`src/rtl/imm_extender.sv`:
```
// -----------------------------------------------------------------------------
// imm_extender
// Immediate-extension stage between decode and execute. Widens an IN_W-bit
// immediate to OUT_W bits (sign, zero, load-upper or branch offset), then
// registers the result behind a valid/ready handshake. A one-entry skid
// register absorbs the result that arrives in the cycle the downstream stalls,
// so in_ready comes straight from a flop and never from out_ready.
//
// Ports
//   clk         rising-edge clock
//   reset       synchronous, active-high
//   in_valid    upstream offers in_imm / in_mode
//   in_ready    block accepts this cycle (registered: skid register empty)
//   in_imm      raw immediate, IN_W bits
//   in_mode     0 = SIGN, 1 = ZERO, 2 = LUI, 3 = BRANCH
//   out_valid   out_data holds a result
//   out_ready   downstream consumes when out_valid is high
//   out_data    extended result, OUT_W bits
//   xfer_count  wrap-around count of completed output transfers
// -----------------------------------------------------------------------------
module imm_extender #(
  parameter int IN_W  = 16,
  parameter int OUT_W = 32,
  parameter int CNT_W = 16
) (
  input  logic              clk,
  input  logic              reset,
  input  logic              in_valid,
  output logic              in_ready,
  input  logic [IN_W-1:0]   in_imm,
  input  logic [1:0]        in_mode,
  output logic              out_valid,
  input  logic              out_ready,
  output logic [OUT_W-1:0]  out_data,
  output logic [CNT_W-1:0]  xfer_count
);

  localparam int PAD_W = OUT_W - IN_W;

  localparam logic [1:0] MODE_SIGN   = 2'd0;
  localparam logic [1:0] MODE_ZERO   = 2'd1;
  localparam logic [1:0] MODE_LUI    = 2'd2;
  localparam logic [1:0] MODE_BRANCH = 2'd3;

  localparam logic [CNT_W-1:0] CNT_ONE = {{(CNT_W-1){1'b0}}, 1'b1};

  logic [OUT_W-1:0] sext_data;
  logic [OUT_W-1:0] ext_data;

  logic             or_valid;
  logic [OUT_W-1:0] or_data;
  logic             sr_full;
  logic [OUT_W-1:0] sr_data;
  logic [CNT_W-1:0] cnt;

  logic             it;
  logic             ot;

  // Extension happens on the input side so both storage slots hold final data.
  assign sext_data = {{PAD_W{in_imm[IN_W-1]}}, in_imm};

  always_comb begin
    ext_data = sext_data;
    case (in_mode)
      MODE_SIGN:   ext_data = sext_data;
      MODE_ZERO:   ext_data = {{PAD_W{1'b0}}, in_imm};
      MODE_LUI:    ext_data = {in_imm, {PAD_W{1'b0}}};
      // Top two sign bits fall off; OUT_W >= IN_W + 2 keeps the value intact.
      MODE_BRANCH: ext_data = {sext_data[OUT_W-3:0], 2'b00};
      default:     ext_data = sext_data;
    endcase
  end

  assign it = in_valid & in_ready;
  assign ot = or_valid & out_ready;

  always_ff @(posedge clk) begin
    if (reset) begin
      or_valid <= 1'b0;
      or_data  <= '0;
      sr_full  <= 1'b0;
      sr_data  <= '0;
      cnt      <= '0;
    end else begin
      if (!or_valid || ot) begin
        if (sr_full) begin
          // Skid entry is older than anything arriving now, so it goes first.
          or_data  <= sr_data;
          or_valid <= 1'b1;
          if (it) begin
            sr_data <= ext_data;
            sr_full <= 1'b1;
          end else begin
            sr_full <= 1'b0;
          end
        end else if (it) begin
          or_data  <= ext_data;
          or_valid <= 1'b1;
        end else begin
          or_valid <= 1'b0;
        end
      end else if (it) begin
        // Output held by downstream: park the new result in the skid slot.
        sr_data <= ext_data;
        sr_full <= 1'b1;
      end

      if (ot) begin
        cnt <= cnt + CNT_ONE;
      end
    end
  end

  assign in_ready   = ~sr_full;
  assign out_valid  = or_valid;
  assign out_data   = or_data;
  assign xfer_count = cnt;

endmodule
```
`config.mk`:
```
export PLATFORM = sky130hd
export DESIGN_NAME = imm_extender
export DESIGN_NICKNAME = d
export VERILOG_FILES = /design/src/rtl/imm_extender.sv
export SDC_FILE = /design/constraint.sdc
export NUM_CORES = 1
export LEC_CHECK = 0
export CAP_MARGIN = 30
export CORE_UTILIZATION = 52
export DETAILED_ROUTE_END_ITERATION = 6
export GPL_TIMING_DRIVEN = 0
export PLACE_DENSITY = 0.8
export SLEW_MARGIN = 20
export SYNTH_ARGS = -nofsm -noshare
export SYNTH_HDL_FRONTEND = slang
export SYNTH_SLANG_ARGS = --single-unit
```
`constraint.sdc`:
```
create_clock -name clk -period 1.7 [get_ports clk]
set_input_delay 0.255 -clock clk [delete_from_list [all_inputs] [get_ports clk]]
set_output_delay 0.255 -clock clk [all_outputs]
set_load 0.005 [all_outputs]
```
==> metrics.txt <==
max-slew violations=0; Final min period=1.583 ns; final hold vios=0; Initial DRC Count=205; DIE AREA=7471 sq um; largest net degree at the start of global routing=16; Crit-path slowest cell=dfxtp_1; first-pass GRT wire length=15.74 mm; die span in y=86.44 um; total number of vias=3442; CTS Root Cell=clkbuf_8; area added between synthesis and finish=28.52%; antenna violations before repair=0; Routed Antenna Nets=0; asr flop ratio synth=0%; Worst setup EP type=output port; Setup Skew=0.01097 ns; status=complete, no violations; measured slew at the worst slew-check pin=0.4966 ns; slowest stage delay, CP=0.32 ns; pwr dens=853.4 nW/um^2; Port Buffer Count=68; vias in the first global route=3239; Placed Cells incl. Taps=600; final instance count without filler cells=617; cell count after synthesis=436; H-tree depth=3; # rows=30; GP Congestion=0.8989; top cell type's share of synthesized area=44.28%; Req. time, crit path=1.44 ns; fmax=631.7 MHz; ANT cells=0; max-cap check violation count=0; average cell area after synthesis=8.503 sq um; Num CTS Buffers=9; post-placement cell area=4508 sq um; Fillers=567; # setup viols final=0; Synth area leaders=dfxtp_1 44%, nor2_1 7.3%, o21ai_0 6.1%; Final Instance Area=4765 sq um; crit start category=register; syn nets=459; Initial Util=54.27%; Synth area leader=dfxtp_1; DIE WIDTH=86.44 um; gr ovfl total=0; worst skew pair latency=0.36 ns; critical-path cell list=buf_4 -> clkinv_4 -> clkbuf_16 -> dlygate4sd2_1; Ports=72; final wirelength=9.307 mm; post-DR vias/cell=5.579; Clock transition at path regs=0.08 ns; VDD IR-drop max=541.3 uV; HPWL Detailed=6.713 mm; Worst R2R Setup Slack=0.12 ns; Worst Path Arrival=1.33 ns; Cell Area, Synth=3707 sq um; most frequent cell after synthesis=dfxtp_1; worst hold path type=input pin to register; crit share post-route=93.12%; Residual DRC=0; RSZ-0062 raised after global routing=no; YS warnings=0; Main synth FF type=dfxtp_1; Core ar.=6832 sq um; Yosys cell types=44; Final #Nets=539; WL/cell=15.08 um; clock tree sinks=82; drt first pass iters=5; leakage=1.722 nW; most instantiated cells after synthesis=82 x dfxtp_1, 72 x nor2_1, 45 x o21ai_0; number of synthesized flops with an enable pin=0; Post-Route Utilization=69.74%; GRT Util Overall=26.74%; CTS tree=done; Critical Setup Path Class=register to output port; final setup TNS=0 ns; relative slew slack=66.89%; layout cells sized above 1=10.36%; clk buf depth=2; Synth Register Bits=82; post-synthesis sequential area ratio=44.28%; CP Max Fanout=10
==> repair_timing <==
action | CTS | global route
setup endpoints to repair | 7 | 33
buffers inserted | 1 | 0
hold buffers | 0 | 0
pin swaps | 1 | 0
resized for setup | 8 | 13
==> placed cells by master, fill, tap and decap left out, types with 3 or more instances in the layout <==
master            n
mux2i_1          14
a211oi_1         14
clkinvlp_4        3
nor2b_1          16
xor2_1            7
clkinv_4          3
buf_6             4
a22o_1           15
clkbuf_1         13
nand3_1           7
clkbuf_8          9
buf_2             7
nand4_1           7
clkbuf_2          4
o2bb2ai_1        14
a21oi_1          26
clkdlybuf4s50_1  66
nor2_1           72
nand2_1          26
or3_1             4
dfxtp_1          81
o21ai_0          45
nor3_1           16
a211oi_2          3
and3_1            3
buf_4             6
==> where the power goes <==
part,switching [W],internal [W]
clock network,0.000759,0.000688
logic,0.000294,0.000273
registers,0.0000486,0.00200
==> critical path, delay by kind of cell (launching register included) <==
kind,cells,cell delay (ns)
buffers and inverters,4,0.66
flip-flops,1,0.32
==> layer usage <==
metal / track usage, % / up-vias / share of wire, %
met5: 0 / - / 0
met4: 8.939 / 0 / 1.4
met3: 4.000 / 13 / 5.9
met2: 42.28 / 132 / 45
met1: 37.52 / 1600 / 47
li1: - / 1697 / -
==> per-stage QoR <==
stage / hold slack (ns) / setup WS, ns / total power (W)
final: 0.2995 / 0.1170 / 0.004066
after global routing: 0.3362 / 0.002178 / 0.004232
after CTS: 0.3644 / 0.01184 / 0.004064
after detailed placement: 0.4479 / -0.3696 / 0.002647
after global placement: 0.4394 / -0.3578 / 0.002635
after floorplan: 0.4149 / 0.1882 / 0.002393
==> sequential cells by signal (all words and copies together) (netlist names) <==
signal / flops
sr_data: 32
out_data: 32
xfer_count: 16
sr_full: 1
out_valid: 1
==> final timing paths <==
path / start / endpoint / cells after the start
min reg2reg: sr_data[1] / sr_data[1] / 2
min: out_ready / xfer_count[1] / 3
max reg2reg: xfer_count[4] / xfer_count[15] / 4
max: sr_full / in_ready / 4
==> cells by family (layout without fill, tap and decap cells) <==
kind of cell,Yosys count,in the layout,synth area share [%]
AND/OR/NAND/NOR,169,169,22.31
AO/OA/AOI/OAI,121,121,21.16
adder cells (fa/ha/maj),1,1,0.3374
flip-flops,82,82,44.28
multiplexers,16,16,4.387
buffers and inverters,38,123,5.400
XOR/XNOR,9,9,2.126
==> layout make-up <==
cell class / count / area (sq um) / share of cell area (%)
multi-input combinational: 316 / 1871 / 39.26
sequential: 82 / 1643 / 34.48
timing repair buffer: 69 / 689.4 / 14.47
buffer: 36 / 226.5 / 4.753
clock buffer: 9 / 123.9 / 2.600
tap: 96 / 120.1 / 2.521
clock inverter: 7 / 78.83 / 1.654
inverter: 2 / 12.51 / 0.2626
No activity file was read; power rests on OpenSTA's default activity.
